### src/rtl/dm_port_arbiter.sv
// Two-master arbiter in front of the word-wide data memory: round-robin with
// capped locked bursts, byte-lane store merging and registered load responses.
module dm_port_arbiter #(
  parameter int MAX_BURST = 4,
  parameter int CNT_W     = 3
) (
  input  logic        clk,
  input  logic        reset,

  input  logic        m0_req,
  input  logic        m0_lock,
  input  logic        m0_we,
  input  logic [3:0]  m0_be,
  input  logic [31:0] m0_addr,
  input  logic [31:0] m0_wdata,
  input  logic [31:0] m0_pc,
  output logic        m0_gnt,
  output logic [31:0] m0_rdata,
  output logic        m0_rvalid,

  input  logic        m1_req,
  input  logic        m1_lock,
  input  logic        m1_we,
  input  logic [3:0]  m1_be,
  input  logic [31:0] m1_addr,
  input  logic [31:0] m1_wdata,
  input  logic [31:0] m1_pc,
  output logic        m1_gnt,
  output logic [31:0] m1_rdata,
  output logic        m1_rvalid,

  output logic        dm_we,
  output logic [31:0] dm_a,
  output logic [31:0] dm_wd,
  input  logic [31:0] dm_rd,
  output logic [31:0] dm_pc
);

  // Handshake: a master holds mN_req (and its command fields) stable until it
  // sees mN_gnt; the access is performed in the cycle mN_gnt is high. Loads
  // return mN_rdata with a one-cycle mN_rvalid pulse on the following cycle.

  typedef enum logic [1:0] {
    IDLE = 2'd0,
    OWN0 = 2'd1,
    OWN1 = 2'd2
  } own_t;

  localparam logic [CNT_W-1:0] CAP = CNT_W'(MAX_BURST);

  own_t             own_q, own_d;
  logic             rr_q, rr_d;
  logic [CNT_W-1:0] cnt_q, cnt_d;

  logic             g0, g1, any_gnt, cont, rr_eff, below_cap;
  logic             sel_lock, sel_we;
  logic [3:0]       sel_be;
  logic [31:0]      sel_addr, sel_wdata, sel_pc, wd_merge;
  logic             store;
  logic             unused_addr_bits;

  assign unused_addr_bits = ^{m0_addr[1:0], m1_addr[1:0]};
  assign below_cap = (cnt_q < CAP);

  // Owner continuation first; a displaced owner hands preference to the other side.
  always_comb begin
    g0     = 1'b0;
    g1     = 1'b0;
    cont   = 1'b0;
    rr_eff = rr_q;
    if (!reset) begin
      if (own_q == OWN0 && m0_req && below_cap) begin
        g0   = 1'b1;
        cont = 1'b1;
      end else if (own_q == OWN1 && m1_req && below_cap) begin
        g1   = 1'b1;
        cont = 1'b1;
      end else begin
        if (own_q == OWN0)      rr_eff = 1'b1;
        else if (own_q == OWN1) rr_eff = 1'b0;
        if (m0_req && m1_req) begin
          g0 = ~rr_eff;
          g1 = rr_eff;
        end else begin
          g0 = m0_req;
          g1 = m1_req;
        end
      end
    end
  end

  assign m0_gnt  = g0;
  assign m1_gnt  = g1;
  assign any_gnt = g0 | g1;

  always_comb begin
    sel_lock  = 1'b0;
    sel_we    = 1'b0;
    sel_be    = 4'b0000;
    sel_addr  = 32'h0;
    sel_wdata = 32'h0;
    sel_pc    = 32'h0;
    if (g0) begin
      sel_lock  = m0_lock;
      sel_we    = m0_we;
      sel_be    = m0_be;
      sel_addr  = m0_addr;
      sel_wdata = m0_wdata;
      sel_pc    = m0_pc;
    end else if (g1) begin
      sel_lock  = m1_lock;
      sel_we    = m1_we;
      sel_be    = m1_be;
      sel_addr  = m1_addr;
      sel_wdata = m1_wdata;
      sel_pc    = m1_pc;
    end
  end

  // Unselected byte lanes keep the memory's current contents.
  always_comb begin
    wd_merge = 32'h0;
    for (int i = 0; i < 4; i++) begin
      wd_merge[8*i +: 8] = sel_be[i] ? sel_wdata[8*i +: 8] : dm_rd[8*i +: 8];
    end
  end

  assign store = any_gnt & sel_we;
  assign dm_we = store & (|sel_be);
  assign dm_a  = any_gnt ? {sel_addr[31:2], 2'b00} : 32'h0;
  assign dm_wd = store ? wd_merge : 32'h0;
  assign dm_pc = any_gnt ? sel_pc : 32'h0;

  always_comb begin
    own_d = IDLE;
    cnt_d = '0;
    rr_d  = rr_eff;
    if (any_gnt && sel_lock) begin
      own_d = g0 ? OWN0 : OWN1;
      cnt_d = cont ? cnt_q + CNT_W'(1) : CNT_W'(1);
    end else if (any_gnt) begin
      rr_d = g0;
    end
  end

  always_ff @(posedge clk) begin
    if (reset) begin
      own_q <= IDLE;
      rr_q  <= 1'b0;
      cnt_q <= '0;
    end else begin
      own_q <= own_d;
      rr_q  <= rr_d;
      cnt_q <= cnt_d;
    end
  end

  always_ff @(posedge clk) begin
    if (reset) begin
      m0_rvalid <= 1'b0;
      m0_rdata  <= 32'h0;
      m1_rvalid <= 1'b0;
      m1_rdata  <= 32'h0;
    end else begin
      m0_rvalid <= g0 & ~m0_we;
      m1_rvalid <= g1 & ~m1_we;
      if (g0 && !m0_we) m0_rdata <= dm_rd;
      if (g1 && !m1_we) m1_rdata <= dm_rd;
    end
  end

endmodule

### config.mk
export PLATFORM = sky130hd
export DESIGN_NAME = dm_port_arbiter
export DESIGN_NICKNAME = d
export VERILOG_FILES = /design/src/rtl/dm_port_arbiter.sv
export SDC_FILE = /design/constraint.sdc
export NUM_CORES = 1
export LEC_CHECK = 0
export CORE_AREA = 2 2 159 161
export DETAILED_ROUTE_END_ITERATION = 8
export DIE_AREA = 0 0 161 163
export GPL_ROUTABILITY_DRIVEN = 0
export GPL_TIMING_DRIVEN = 0
export PLACE_DENSITY = 0.54
export SLEW_MARGIN = 25
export SYNTH_ARGS = -nofsm -noshare
export SYNTH_HDL_FRONTEND = slang
export SYNTH_SLANG_ARGS = --single-unit
### constraint.sdc
create_clock -name clk -period 2.55 [get_ports clk]
set_clock_uncertainty 0.1 [all_clocks]
set_input_delay 0.51 -clock clk [delete_from_list [all_inputs] [get_ports clk]]
set_output_delay 0.51 -clock clk [all_outputs]
set_load 0.1 [all_outputs]
## After elaboration in Yosys (flattened, before gate mapping)

Cells that the tools add are included.

| word-level totals | value |
|---|---|
| output and inout port bits | 165 |
| register bits | 72 |

| cells by class | value |
|---|---|
| equality and inequality tests | 2 |
| add/sub/neg operators | 1 |
| reduce and logical (&&, ||, !) cells | 13 |
| bitwise operators | 10 |
| $lt $le $gt $ge | 1 |
| mux-type cells | 41 |

Operators with widths:

| cell | count |
|---|---|
| two-way mux 32 bit | 9 |
| two-way mux 8 bit | 4 |
| two-way mux 1 bit | 25 |
| logical AND 1 bit | 8 |
| two-way mux 4 bit | 2 |
| NOT 1 bit | 5 |
| AND 1 bit | 4 |
| OR reduction 4 bit | 1 |
| adder 3 x 1 -> 3 bit, second input constant | 1 |
| < comparator 3 bit, second input constant | 1 |
| OR reduction 3 bit | 1 |
| equality test 2 x 1 -> 1 bit, second input constant | 1 |
| equality test 2 bit, second input constant | 1 |
| logical NOT 1 bit | 2 |
| two-way mux 2 bit | 1 |
| OR reduction 2 bit | 1 |
| bitwise OR 1 bit | 1 |

## Depth between registers and ports, before layout

Gate-level depths: netlist (run 1).

| logic depth | value |
|---|---|
| depth in word-level cells | 15 |
| depth in mapped cells | 9 |
| depth with buffers taken out | 6 |

## Worst setup path after synthesis (run 1)

No wires, ideal clock.

| path | value |
|---|---|
| kind | register to output |
| start | register own_q[1] |
| end | output port dm_we |
| path slack | -1.603 ns |
| cell stages (with the launch flop) | 9 |
| data arrival time | 3.543 ns |
| cells stage by stage | dfxtp_1 -> buf_2 -> and3_1 -> o41a_1 -> buf_6 -> nor2_8 -> buf_2 -> o41ai_1 -> a21oi_1 |

| on the way | value |
|---|---|
| cells in the longest elaborated chain, start to end | 14 |
| elaborated cells on any way between the ends | 28 |
| classes of those cells | eq/ne (2); mux (17); bitwise (4); reduce/logical (5) |

RTL lines:

| item | line | source |
|---|---|---|
| start, declared | 51 | `own_t own_q, own_d;` |
| start signal, assigned | 152 | `own_q <= own_d;` |
| equality test 2 bit | 75, 80 |  |
| two-way mux 1 bit | 80 | `else if (own_q == OWN1) rr_eff = 1'b0;` |
| two-way mux 1 bit | 79 | `if (own_q == OWN0) rr_eff = 1'b1;` |
| two-way mux 1 bit | 75 | `end else if (own_q == OWN1 && m1_req && below_cap) begin` |
| two-way mux 1 bit | 72 | `if (own_q == OWN0 && m0_req && below_cap) begin` |
| two-way mux 1 bit | 71 | `if (!reset) begin` |
| NOT 1 bit | 82 | `g0 = ~rr_eff;` |
| two-way mux 1 bit | 81 | `if (m0_req && m1_req) begin` |
| two-way mux 1 bit | 75 |  |
| two-way mux 1 bit * | 72 |  |
| two-way mux 1 bit * | 71 |  |
| net m0_gnt | 17 | `output logic m0_gnt,` |
| two-way mux 4 bit (tied with other cells) | 103 | `if (g0) begin` |
| OR reduction 4 bit / AND 1 bit (equally long branches) | 129, 128 |  |
| AND 1 bit * | 129 | `assign dm_we = store & (\|sel_be);` |
| end, declared | 32 | `output logic dm_we,` |

Mark *: on every way through the listed nets, which the timed path passes. The rest lies on a longest branch. The select of a mux whose other input is x is not followed.

## Worst setup path in the final report (run 1)

| path | value |
|---|---|
| start | register own_q[1] |
| end | output port dm_wd[13] |

| on the way | value |
|---|---|
| cells in the longest elaborated chain, start to end | 14 |
| elaborated cells on any way between the ends | 30 |
| classes of those cells | eq/ne (2); mux (21); bitwise (3); reduce/logical (4) |

RTL lines:

| item | line | source |
|---|---|---|
| equality test 2 bit | 75, 80 |  |
| two-way mux 1 bit | 80 |  |
| two-way mux 1 bit | 79 |  |
| two-way mux 1 bit | 75 |  |
| two-way mux 1 bit | 72 |  |
| two-way mux 1 bit | 71 |  |
| two-way mux 1 bit / NOT 1 bit (equally long branches) | 81, 82 |  |
| two-way mux 1 bit (on tied branches) | 75, 81 |  |
| two-way mux 1 bit (on tied branches) | 72, 75 |  |
| two-way mux 1 bit (on tied branches) | 71, 72 |  |
| two-way mux 32 bit (tied with other cells) | 110 | `end else if (g1) begin` |
| two-way mux 32 bit (tied with other cells) | 103 |  |
| two-way mux 8 bit / AND 1 bit (equally long branches) | 124, 128 |  |
| two-way mux 32 bit * | 131 | `assign dm_wd = store ? wd_merge : 32'h0;` |
| end, declared | 34 | `output logic [31:0] dm_wd,` |

Every way passes the cells marked *; elsewhere a longest branch is shown, timed or not. The select of a mux whose other input is x is not followed.

==> reports/qor.json, run 1 <==
{
  "sta": {
    "layout_worst_path_cycle_share": 1.23,
    "post-route-min-period_ns": 3.14,
    "totalNegativeSetupSlack_ns": -48.05,
    "max_slew.worst_pin.slew_ns": 1.04,
    "hold_viol": 0,
    "report.final.slew_viol_count": 0,
    "setup_viol": 97,
    "finalWorstSetupSlack_ns": -0.593,
    "final_hold_slack_ns": 0.352,
    "slew-limit-headroom": 0.301,
    "max_freq_mhz": 318,
    "rsz_0062_raised_after_global_routing": "yes"
  },
  "finish": {
    "layout.area.seq_sq_um": 1450,
    "fin_nets": 1235,
    "final-instance-count-excl-fill": 1332,
    "multi_input_comb_area_sq_um": 3640,
    "final_layout_size_suffix_gt1_frac": 0.336,
    "layout.core_utilization": 0.483,
    "fillerInstances": 2299,
    "area_growth_pct": 169,
    "final_area_sq_um": 11900
  },
  "global_routing": {
    "globalRoute.totalOverflow": 0,
    "wire_length_of_the_first_global_routing_pass_um": 40800,
    "globalRouteTotalUtil": 0.205,
    "pin_count_of_the_biggest_net_entering_global_routing": 14,
    "first_global_vias": 6538,
    "grt_antenna_before_repair": 3
  },
  "drt": {
    "drtAntennaViolNets": 0,
    "num_vias": 5982,
    "initialDrtViolationCount": 247,
    "vias_per_cell": 4.49,
    "wire_length_per_cell_after_detailed_routing_um": 20.6,
    "drc_errors": 0,
    "routed_wire_length_um": 27500,
    "drt_first_pass_iters": 4
  },
  "floorplanning": {
    "fp.dieH_um": 163,
    "core_sq_um": 24700,
    "design.die.area_sq_um": 26200,
    "die_x_um": 161,
    "floorplan.initialDensity": 0.179,
    "boundaryPins": 405,
    "rows": 58
  },
  "clock_tree": {
    "clockBufferDepth": 2,
    "clock_tree.htree_level_count": 3,
    "ctsRootBufferMaster": "sky130_fd_sc_hd__clkbuf_16",
    "numCtsBuffers": 9,
    "clk_latency_ns": 0.34,
    "clock_tree_from_tritoncts": "built",
    "clk_pin_slew_worst_paths_ns": 0.06,
    "hold_buffers": 0,
    "tritoncts_num_sinks": 72
  },
  "logic_synthesis": {
    "post_synth_most_frequent_cells": "sky130_fd_sc_hd__nand2_1 (103), sky130_fd_sc_hd__dfxtp_1 (72), sky130_fd_sc_hd__a22o_1 (63)",
    "cell_accounting_for_the_most_synthesized_area": "sky130_fd_sc_hd__dfxtp_1",
    "synth_largest_type_area_fraction": 0.326,
    "synthesis.area_per_instance_sq_um": 8.23,
    "yosys-top-cells-area": "sky130_fd_sc_hd__dfxtp_1 (33%), sky130_fd_sc_hd__a22o_1 (12%), sky130_fd_sc_hd__a211oi_2 (9.0%)",
    "syn_area_sq_um": 4430,
    "async_flop_share": 0,
    "post-synth-top-count-cell": "sky130_fd_sc_hd__nand2_1",
    "synth-seq-area-share": 0.326,
    "ys_seq_elements": 72,
    "postSynthCellCount": 538,
    "synth-edff-count": 0,
    "post_synth_num_cell_types": 41,
    "top_flip_flop_cell_by_instance_count_after_synthesis": "sky130_fd_sc_hd__dfxtp_1",
    "yosys_warnings": 0
  },
  "worst_setup_path": {
    "start_kind": "flip-flop",
    "timing.critical_path.required_ns": 1.94,
    "worstPathMaxFanout": 10,
    "worst_ep_arrival_time_ns": 2.53,
    "timing_worst_setup_path_type": "flip-flop to output pin",
    "endpoint_kind": "output pin"
  },
  "power": {
    "static-leakage-power_nw": 4.44,
    "vdd.ir_drop.worst_mv": 0.289,
    "p_sw_frac": 0.422,
    "clock_power_share": 0.235,
    "powerDensity_nw_per_um2": 456,
    "pwr-share-seq": 0.220,
    "power_report.internal_total_mw": 3.14,
    "power.combinational.fraction": 0.545,
    "net-switching-power_mw": 2.30
  },
  "placed_design": {
    "dp.final_hpwl_um": 21100,
    "post_dp_cell_area_sq_um": 9660,
    "dpl.cell_count": 1267,
    "placement.io_buffers": 398
  },
  "status": {
    "run_status": "finished with violations",
    "failed_checks": "negative setup slack"
  },
  "hold_path": {
    "worst_hold_path_type": "flip-flop to flip-flop"
  },
  "job": {
    "timing.max_cap.violations": 0
  }
}
registers in the layout, indices dropped and copies added (netlist names):
signal     flops
cnt_q          3
m0_rdata      32
m0_rvalid      1
m1_rdata      32
m1_rvalid      1
own_q          2
rr_q           1
final cells by class:
type / instances / area share
Inverter: 2 / 0.000630
Timing Repair Buffer: 449 / 0.471
Buffer: 46 / 0.0406
Antenna cell: 3 / 0.000630
Multi-Input combinational cell: 414 / 0.305
Sequential cell: 72 / 0.122
Clock inverter: 6 / 0.00567
Tap cell: 330 / 0.0346
Clock buffer: 10 / 0.0192
final timing paths:
| path | startpoint | endpoint | slack (ns) | depth (start not counted) |
|---|---|---|---|---|
| setup / recovery | own_q[1] | dm_wd[13] | -0.59 | 9 |
| hold / removal | m1_rdata[30] | m1_rdata[30] | 0.35 | 2 |
| setup reg to reg | own_q[1] | m0_rdata[25] | 0.17 | 7 |
| hold reg to reg | m1_rdata[30] | m1_rdata[30] | 0.35 | 2 |
power groups by stage:
stage | sequential (mW) | combinational [mW] | clock, mW
after floorplan | 1.53 | 1.35 | 0
after global routing | 1.20 | 3.07 | 1.36
after global placement | 1.22 | 2.48 | 0
final | 1.20 | 2.96 | 1.28
after detailed placement | 1.22 | 2.48 | 0
after CTS | 1.20 | 2.95 | 1.31
worst max-delay path, cell delays in order (launching register included):
cell,delay (ns)
sky130_fd_sc_hd__dfxtp_4,0.36
sky130_fd_sc_hd__and3_4,0.16
sky130_fd_sc_hd__o41a_1,0.44
sky130_fd_sc_hd__buf_6,0.16
sky130_fd_sc_hd__nor2_8,0.17
sky130_fd_sc_hd__a22oi_4,0.13
sky130_fd_sc_hd__buf_12,0.16
sky130_fd_sc_hd__buf_12,0.16
sky130_fd_sc_hd__a211oi_4,0.22
sky130_fd_sc_hd__buf_12,0.21
cells in the final DEF (no fill, tap or decap), types with 4 or more instances in the layout:
cell type / count
sky130_fd_sc_hd__buf_16: 7
sky130_fd_sc_hd__nand2b_1: 33
sky130_fd_sc_hd__a22o_4: 59
sky130_fd_sc_hd__nor2_1: 4
sky130_fd_sc_hd__a21oi_4: 5
sky130_fd_sc_hd__dfxtp_1: 69
sky130_fd_sc_hd__o21ai_0: 13
sky130_fd_sc_hd__o21ai_1: 19
sky130_fd_sc_hd__a22oi_2: 12
sky130_fd_sc_hd__buf_12: 104
sky130_fd_sc_hd__nor3_1: 33
sky130_fd_sc_hd__clkbuf_16: 15
sky130_fd_sc_hd__a22oi_1: 20
sky130_fd_sc_hd__a211oi_4: 32
sky130_fd_sc_hd__buf_8: 9
sky130_fd_sc_hd__nor2_4: 5
sky130_fd_sc_hd__a21oi_1: 34
sky130_fd_sc_hd__buf_6: 17
sky130_fd_sc_hd__buf_4: 32
sky130_fd_sc_hd__nand2_1: 102
sky130_fd_sc_hd__clkbuf_1: 12
sky130_fd_sc_hd__buf_2: 4
sky130_fd_sc_hd__clkdlybuf4s50_1: 298
cell families after synthesis:
logic type               after synthesis  synth area share
XOR/XNOR                               1           0.00198
flip-flops                            72             0.326
other                                  1          0.000847
AO/OA/AOI/OAI                        208             0.374
adder cells (fa/ha/maj)                1           0.00283
buffers and inverters                 55            0.0746
AND/OR/NAND/NOR                      200             0.220
through the flow:
| step | total power, mW | worst slack [ns] |
|---|---|---|
| 2_1_floorplan | 2.88 | -0.575 |
| 3_3_place_gp | 3.71 | -2.25 |
| 3_5_place_dp | 3.70 | -2.25 |
| 4_1_cts | 5.46 | -0.617 |
| 5_1_grt | 5.63 | -0.668 |
| 6_report | 5.44 | -0.593 |
per-layer routing:
layer	global-route usage	wire length, um
met5	0	0
met4	0.0694	705
met3	0.0486	1770
met2	0.375	14300
met1	0.235	10700
what timing repair did:
item	in CTS	in global routing
setup endpoints to repair	101	97
gates cloned	11	2
gates resized for setup	936	21
pin swaps	44	28
setup buffers	29	13
Power figures use the tool's default switching activity.
==> inputs of run 2 (changes only) <==
--- a/config.mk
+++ b/config.mk
@@ -10,6 +10,7 @@
 export DIE_AREA = 0 0 161 163
 export GPL_ROUTABILITY_DRIVEN = 0
 export GPL_TIMING_DRIVEN = 0
+export MAX_ROUTING_LAYER = met4
 export PLACE_DENSITY = 0.54
 export SLEW_MARGIN = 25
 export SYNTH_ARGS = -nofsm -noshare
==> run 2 against run 1 <==
Against the previous run:
- the flow still finishes with violations (negative setup slack)
- routed wire length about the same
- register-to-register slack improved by 0.02 ns
- sequential power hardly changed
- non-clock buffer count shrank 2
- final area barely moved
- sequential share of layout area about the same
- die area is the same
- combinational power barely moved
- clock power about the same
- sequential cell count is the same
- clock-buffer cell count is the same
- critical endpoint is now dm_wd[17]
- highest routed layer unchanged
==> reports/qor.json, run 2 (synthesized netlist as in run 1, its figures left out) <==
{
  "status": {
    "run_status": "finished with violations",
    "failed_checks": "negative setup slack"
  },
  "finish": {
    "fin_nets": {"value": 1233, "change": "-0.16%"},
    "top_regs": "m0_rdata x32, m1_rdata x32, cnt_q x3",
    "layout_commonest_cell": "sky130_fd_sc_hd__clkdlybuf4s50_1",
    "final_layout_size_suffix_gt1_frac": {"value": 0.338, "change": "+0.00168"},
    "area_growth": {"value": 169, "unit": "%", "change": "about the same"},
    "final-instance-count-excl-fill": {"value": 1330, "change": "-0.15%"},
    "final_cell_mix": "sky130_fd_sc_hd__clkdlybuf4s50_1 (298), sky130_fd_sc_hd__buf_12 (105), sky130_fd_sc_hd__nand2_1 (102)"
  },
  "placed_design": {
    "placement.io_buffers": {"value": 398, "change": "unchanged"},
    "dpl.cell_count": {"value": 1267, "change": "unchanged"},
    "dp.final_hpwl": {"value": 21100, "unit": "um", "change": "unchanged"}
  },
  "clock_tree": {
    "clockBufferDepth": {"value": 2, "change": "unchanged"},
    "clock_tree.htree_level_count": {"value": 3, "change": "unchanged"},
    "numCtsBuffers": {"value": 9, "change": "unchanged"},
    "clock_tree_from_tritoncts": "built",
    "ctsRootBufferMaster": "sky130_fd_sc_hd__clkbuf_16",
    "hold_buffers": {"value": 0, "change": "unchanged"},
    "clk_latency": {"value": 0.34, "unit": "ns", "change": "about the same"},
    "clk_pin_slew_worst_paths": {"value": 0.06, "unit": "ns", "change": "about the same"},
    "tritoncts_num_sinks": {"value": 72, "change": "unchanged"}
  },
  "power": {
    "static-leakage-power": {"value": 4.44, "unit": "nW", "change": "about the same"},
    "vdd.ir_drop.worst": {"value": 0.290, "unit": "mV", "change": "+0.35%"},
    "powerDensity": {"value": 457, "unit": "nW/um^2", "change": "+0.12%"},
    "total_power": {"value": 5.45, "unit": "mW", "change": "+0.14%"}
  },
  "global_routing": {
    "grt_antenna_before_repair": {"value": 3, "change": "unchanged"},
    "first_global_vias": {"value": 6544, "change": "+0.092%"},
    "pin_count_of_the_biggest_net_entering_global_routing": {"value": 14, "change": "unchanged"},
    "globalRoute.totalOverflow": {"value": 0, "change": "unchanged"},
    "globalRouteTotalUtil": {"value": 0.212, "change": "+0.00610"},
    "wire_length_of_the_first_global_routing_pass": {"value": 40700, "unit": "um", "change": "-0.22%"}
  },
  "floorplanning": {
    "die_x": {"value": 161, "unit": "um", "change": "unchanged"},
    "fp.dieH": {"value": 163, "unit": "um", "change": "unchanged"},
    "boundaryPins": {"value": 405, "change": "unchanged"},
    "core": {"value": 24700, "unit": "sq um", "change": "unchanged"},
    "design.die.area": {"value": 26200, "unit": "sq um", "change": "unchanged"},
    "floorplan.initialDensity": {"value": 0.179, "change": "unchanged"},
    "rows": {"value": 58, "change": "unchanged"}
  },
  "worst_setup_path": {
    "max_stage_delay": {"value": 0.44, "unit": "ns", "change": "about the same"},
    "worstPathMaxFanout": {"value": 10, "change": "unchanged"},
    "endpoint_kind": "output pin",
    "timing.critical_path.slowest_stage_cell": "sky130_fd_sc_hd__o41a_1",
    "buf_inv_stages_crit_path": {"value": 4, "change": "unchanged"},
    "timing_worst_setup_path_type": "flip-flop to output pin",
    "timing.critical_path.cells": "and3_4 -> o41a_1 -> buf_6 -> nor2_8 -> a22oi_4 -> buf_12 -> buf_12 -> a211oi_4 -> buf_12",
    "critical_path.top_delay_family": "compound AO/OA/AOI/OAI gates",
    "timing.critical_path.required": {"value": 1.94, "unit": "ns", "change": "about the same"},
    "most_common_cell_type_on_the_critical_path": "sky130_fd_sc_hd__buf_12",
    "start_kind": "flip-flop",
    "worst_ep_arrival_time": {"value": 2.54, "unit": "ns", "change": "about the same"}
  },
  "sta": {
    "setup_viol": {"value": 97, "change": "unchanged"},
    "hold_viol": {"value": 0, "change": "unchanged"},
    "rsz_0062_raised_after_global_routing": "yes",
    "finalWorstSetupSlack": {"value": -0.598, "unit": "ns", "change": "-0.00449 ns"},
    "totalNegativeSetupSlack": {"value": -46.67, "unit": "ns", "change": "+1.38 ns"},
    "report.final.slew_viol_count": {"value": 0, "change": "unchanged"},
    "slew-limit-headroom": {"value": 0.299, "change": "-0.00246"},
    "post-route-min-period": {"value": 3.15, "unit": "ns", "change": "+0.00449 ns"},
    "layout_worst_path_cycle_share": {"value": 1.23, "change": "+0.00176"},
    "max_freq": {"value": 318, "unit": "MHz", "change": "-0.14%"},
    "max_slew.worst_pin.slew": {"value": 1.05, "unit": "ns", "change": "+0.00368 ns"}
  },
  "drt": {
    "drc_errors": {"value": 0, "change": "unchanged"},
    "initialDrtViolationCount": {"value": 269, "change": "+8.9%"},
    "drt_first_pass_iters": {"value": 4, "change": "unchanged"},
    "vias_per_cell": {"value": 4.52, "change": "+0.55%"},
    "num_vias": {"value": 6006, "change": "+0.40%"},
    "drtAntennaViolNets": {"value": 0, "change": "unchanged"},
    "routed_wire_length": {"value": 27500, "unit": "um", "change": "about the same"},
    "wire_length_per_cell_after_detailed_routing": {"value": 20.7, "unit": "um", "change": "+0.17%"}
  },
  "job": {
    "timing.max_cap.violations": {"value": 0, "change": "unchanged"}
  },
  "hold_path": {
    "worst_hold_path_type": "flip-flop to flip-flop"
  }
}
## run 2: where the power goes
part           switching (mW)  leakage, nW  internal, mW
sequential             0.0264        0.589          1.17
combinational            1.75         3.71          1.21
clock                   0.524        0.139         0.761
## run 2: repair_timing
| action | in CTS | in global routing |
|---|---|---|
| resized for setup | 936 | 28 |
| setup buffers | 29 | 11 |
| pin swaps | 44 | 28 |
| cloned | 11 | 2 |
| endpoints found under the setup margin | 101 | 97 |
## run 2: per-stage QoR
step                      area [sq um]  worst slack [ns]  hold WS (ns)  utilization
after floorplan                   5270            -0.575         0.323            -
after global placement            9670             -2.25         0.337        0.392
after detailed placement          9660             -2.25         0.347        0.392
after CTS                        11800            -0.617         0.355        0.476
after global routing             11900            -0.673         0.378        0.483
final                            11900            -0.598         0.353        0.483
## run 2: cell type report
cell class,count,area [sq um]
antenna,3,7.51
buffer,46,490
clock buffer,10,229
clock inverter,6,67.6
fill,2298,12700
inverter,2,7.51
multi-input combinational,414,3660
sequential,72,1450
tap,330,413
timing repair buffer,447,5600
## run 2: final timing paths
| kind | startpoint | endpoint | slack [ns] | depth (start not counted) |
|---|---|---|---|---|
| worst min register to register | m1_rdata[30] | m1_rdata[30] | 0.35 | 2 |
| worst max-delay path | own_q[1] | dm_wd[17] | -0.60 | 9 |
| worst max register to register | own_q[1] | m0_rdata[25] | 0.19 | 7 |
| worst min-delay path | m1_rdata[30] | m1_rdata[30] | 0.35 | 2 |
## run 2: metal layers
layer	GRT usage	routed length, um	vias to the layer above
met2	0.374	14300	247
met3	0.0423	1570	46
met4	0.0702	768	0
li1	-	-	2870
met1	0.239	10900	2843
met5	-	0	-
## run 2: tightest hold or removal path: cells and delay by family, from the launching register on
family	cells	cell delay, ns
and+or+nand+nor	1	0.05
DFF	1	0.31
AOI/OAI and AO/OA	1	0.05
==> inputs of run 3 (changes only) <==
--- a/config.mk
+++ b/config.mk
@@ -10,9 +10,7 @@
 export DIE_AREA = 0 0 161 163
 export GPL_ROUTABILITY_DRIVEN = 0
 export GPL_TIMING_DRIVEN = 0
-export MAX_ROUTING_LAYER = met4
 export PLACE_DENSITY = 0.54
-export SLEW_MARGIN = 25
 export SYNTH_ARGS = -nofsm -noshare
 export SYNTH_HDL_FRONTEND = slang
 export SYNTH_SLANG_ARGS = --single-unit
==> run 3 against run 2 <==
Against the previous run:
- via count increased by 1.1%
- utilization is essentially flat
- largest cell class unchanged
- power grew 0.20%
- the flow still finishes with violations (negative setup slack)
- sequential cell count did not move
- critical path depth rose by 1
- global-route usage decreased by 0.19 points
- sequential share of layout area barely moved
- routed wire length rose by 1.3%
- die area did not move
- setup slack got worse by 0.057 ns
- sequential power hardly changed
- highest routed layer unchanged
==> reports/qor.json, run 3 (synthesized netlist as in run 1, its figures left out) <==
{
  "hold_path": {
    "timing.hold.worst_path_depth": {"value": 2, "change": "unchanged"},
    "holdCritStartpoint": "m1_rdata[21]",
    "worst_hold_path_type": "flip-flop to flip-flop",
    "worstHoldEndpoint": "m1_rdata[21]"
  },
  "worst_setup_path": {
    "timing.critical_path.slowest_stage_cell": "sky130_fd_sc_hd__o41a_1",
    "start_kind": "flip-flop",
    "worst_r2r_startpoint": "own_q[1]",
    "buf_inv_stages_crit_path": {"value": 5, "change": "+1"},
    "worst_ep_arrival_time": {"value": 2.59, "unit": "ns", "change": "+0.05 ns"},
    "timing_worst_setup_path_type": "flip-flop to output pin",
    "critical_path.top_delay_family": "buffers and inverters",
    "max_stage_delay": {"value": 0.43, "unit": "ns", "change": "about the same"},
    "ff_to_ff_end": "m1_rdata[12]",
    "endpoint_kind": "output pin",
    "timing.critical_path.cells": "and3_4 -> o41a_1 -> buf_6 -> nor2_8 -> buf_6 -> a22oi_4 -> buf_4 -> buf_12 -> a211oi_4 -> buf_12",
    "timing.critical_path.required": {"value": 1.94, "unit": "ns", "change": "about the same"},
    "r2r_cells": {"value": 8, "change": "+1"},
    "worst-r2r-setup-slack": {"value": 0.21, "unit": "ns", "change": "+0.02 ns"},
    "worstPathMaxFanout": {"value": 7, "change": "-3"}
  },
  "sta": {
    "max_freq": {"value": 312, "unit": "MHz", "change": "-1.8%"},
    "setup_viol": {"value": 97, "change": "unchanged"},
    "hold_viol": {"value": 0, "change": "unchanged"},
    "rsz_0062_raised_after_global_routing": "yes",
    "post-route-min-period": {"value": 3.20, "unit": "ns", "change": "+0.0568 ns"},
    "report.final.slew_viol_count": {"value": 0, "change": "unchanged"},
    "finalWorstSetupSlack": {"value": -0.655, "unit": "ns", "change": "-0.0568 ns"},
    "max_slew.worst_pin.slew": {"value": 1.04, "unit": "ns", "change": "-0.00761 ns"},
    "layout_worst_path_cycle_share": {"value": 1.26, "change": "+0.0223"},
    "slew-limit-headroom": {"value": 0.304, "change": "+0.00509"},
    "totalNegativeSetupSlack": {"value": -49.50, "unit": "ns", "change": "-2.83 ns"}
  },
  "finish": {
    "final_area": {"value": 11900, "unit": "sq um", "change": "about the same"},
    "fillerInstances": {"value": 2314, "change": "+0.70%"},
    "fin_nets": {"value": 1233, "change": "unchanged"},
    "final-instance-count-excl-fill": {"value": 1332, "change": "+0.15%"},
    "top_regs": "m0_rdata x32, m1_rdata x32, cnt_q x3",
    "final_layout_size_suffix_gt1_frac": {"value": 0.338, "change": "unchanged"},
    "layout_commonest_cell": "sky130_fd_sc_hd__clkdlybuf4s50_1",
    "area_growth": {"value": 169, "unit": "%", "change": "about the same"},
    "final_cell_mix": "sky130_fd_sc_hd__clkdlybuf4s50_1 (298), sky130_fd_sc_hd__buf_12 (111), sky130_fd_sc_hd__nand2_1 (102)"
  },
  "floorplanning": {
    "design.die.area": {"value": 26200, "unit": "sq um", "change": "unchanged"},
    "floorplan.initialDensity": {"value": 0.179, "change": "unchanged"},
    "rows": {"value": 58, "change": "unchanged"},
    "boundaryPins": {"value": 405, "change": "unchanged"},
    "die_x": {"value": 161, "unit": "um", "change": "unchanged"},
    "core": {"value": 24700, "unit": "sq um", "change": "unchanged"},
    "fp.dieH": {"value": 163, "unit": "um", "change": "unchanged"}
  },
  "placed_design": {
    "place_ws": {"value": -2.23, "unit": "ns", "change": "+0.0222 ns"},
    "placement.io_buffers": {"value": 398, "change": "unchanged"},
    "dp.final_hpwl": {"value": 21100, "unit": "um", "change": "about the same"},
    "dpl.cell_count": {"value": 1267, "change": "unchanged"},
    "post_dp_cell_area": {"value": 9670, "unit": "sq um", "change": "about the same"}
  },
  "clock_tree": {
    "tritoncts_num_sinks": {"value": 72, "change": "unchanged"},
    "clockBufferDepth": {"value": 2, "change": "unchanged"},
    "clock_tree.htree_level_count": {"value": 3, "change": "unchanged"},
    "ctsRootBufferMaster": "sky130_fd_sc_hd__clkbuf_16",
    "numCtsBuffers": {"value": 9, "change": "unchanged"},
    "clk_latency": {"value": 0.34, "unit": "ns", "change": "about the same"},
    "clock_tree_from_tritoncts": "built",
    "clk_pin_slew_worst_paths": {"value": 0.06, "unit": "ns", "change": "about the same"},
    "hold_buffers": {"value": 0, "change": "unchanged"}
  },
  "drt": {
    "num_vias": {"value": 6074, "change": "+1.1%"},
    "drc_errors": {"value": 0, "change": "unchanged"},
    "initialDrtViolationCount": {"value": 211, "change": "-22%"},
    "routed_wire_length": {"value": 27900, "unit": "um", "change": "+1.3%"},
    "wire_length_per_cell_after_detailed_routing": {"value": 20.9, "unit": "um", "change": "+1.2%"},
    "vias_per_cell": {"value": 4.56, "change": "+0.98%"},
    "drt_first_pass_iters": {"value": 5, "change": "+1"},
    "drtAntennaViolNets": {"value": 0, "change": "unchanged"}
  },
  "global_routing": {
    "wire_length_of_the_first_global_routing_pass": {"value": 41300, "unit": "um", "change": "+1.5%"},
    "first_global_vias": {"value": 6626, "change": "+1.3%"},
    "pin_count_of_the_biggest_net_entering_global_routing": {"value": 14, "change": "unchanged"},
    "globalRouteTotalUtil": {"value": 0.210, "change": "-0.00191"},
    "grt_antenna_before_repair": {"value": 5, "change": "+2"},
    "globalRoute.totalOverflow": {"value": 0, "change": "unchanged"}
  },
  "power": {
    "vdd.ir_drop.worst": {"value": 0.344, "unit": "mV", "change": "+18%"},
    "powerDensity": {"value": 457, "unit": "nW/um^2", "change": "+0.17%"},
    "total_power": {"value": 5.46, "unit": "mW", "change": "+0.20%"},
    "static-leakage-power": {"value": 4.43, "unit": "nW", "change": "-0.12%"}
  },
  "status": {
    "failed_checks": "negative setup slack",
    "run_status": "finished with violations"
  },
  "job": {
    "timing.max_cap.violations": {"value": 0, "change": "unchanged"}
  }
}
-- run 3: cell types whose count changed in the layout (fill, tap and decap cells not counted), moves of 2 or more --
cell	previous run	this run
sky130_fd_sc_hd__buf_12	105	111
sky130_fd_sc_hd__buf_4	31	26
sky130_fd_sc_hd__a22oi_1	20	16
sky130_fd_sc_hd__a22oi_2	12	16
sky130_fd_sc_hd__clkbuf_16	15	11
sky130_fd_sc_hd__buf_6	16	18
sky130_fd_sc_hd__buf_8	8	10
sky130_fd_sc_hd__clkbuf_2	0	2
sky130_fd_sc_hd__diode_2	3	5
sky130_fd_sc_hd__nor3b_1	0	2
sky130_fd_sc_hd__nor3b_2	2	0
-- run 3: per-layer routing --
metal | share of wire | vias up | global-route usage | wire (um)
li1 | - | 2864 | - | -
met1 | 0.38 | 2909 | 0.234 | 10500
met2 | 0.53 | 269 | 0.390 | 14800
met3 | 0.070 | 32 | 0.0530 | 1940
met4 | 0.022 | 0 | 0.0662 | 600
met5 | 0 | - | 0 | 0
-- run 3: worst register-to-register path, cell delays in order, from the launching register on --
cell and delay [ns]:
sky130_fd_sc_hd__dfxtp_4 0.37, sky130_fd_sc_hd__buf_4 0.12, sky130_fd_sc_hd__xor2_1 0.23, sky130_fd_sc_hd__o2bb2ai_4 0.17, sky130_fd_sc_hd__a211o_1 0.50, sky130_fd_sc_hd__inv_2 0.25, sky130_fd_sc_hd__buf_2 0.28, sky130_fd_sc_hd__nand2_1 0.12
sky130_fd_sc_hd__a21oi_1 0.12
-- run 3: worst max-delay path by stage --
stage / startpoint / to / cells past startpoint
after global placement: m1_req / dm_a[23] / 8
after CTS: own_q[1] / dm_wd[2] / 10
final: own_q[1] / dm_wd[25] / 10
after global routing: own_q[1] / dm_wd[17] / 10
after detailed placement: m1_req / dm_pc[16] / 8
after floorplan: own_q[1] / dm_wd[21] / 8
-- run 3: area by class of cell --
type	instances	area, sq um	area share
Inverter	2	7.51	0.000629
Sequential cell	72	1450	0.122
Antenna cell	5	12.5	0.00105
Clock inverter	6	67.6	0.00566
Multi-Input combinational cell	413	3640	0.305
Tap cell	330	413	0.0346
Timing Repair Buffer	451	5690	0.477
Buffer	43	422	0.0353
Clock buffer	10	229	0.0192
-- run 3: stage by stage --
step	hold WS [ns]	utilization
2_1_floorplan	0.323	-
3_3_place_gp	0.337	0.392
3_5_place_dp	0.347	0.392
4_1_cts	0.355	0.485
5_1_grt	0.371	0.483
6_report	0.353	0.483
-- run 3: timing repair --
action	in CTS	in global routing
cloned	11	0
setup buffers	37	9
gates resized for setup	974	19
pin swaps	69	30
setup endpoints to repair	101	107
-- run 3: power by group --
group / switching (mW) / internal, mW
Clock: 0.526 / 0.762
Sequential: 0.0265 / 1.17
Combinational: 1.76 / 1.21
Total: 2.31 / 3.14
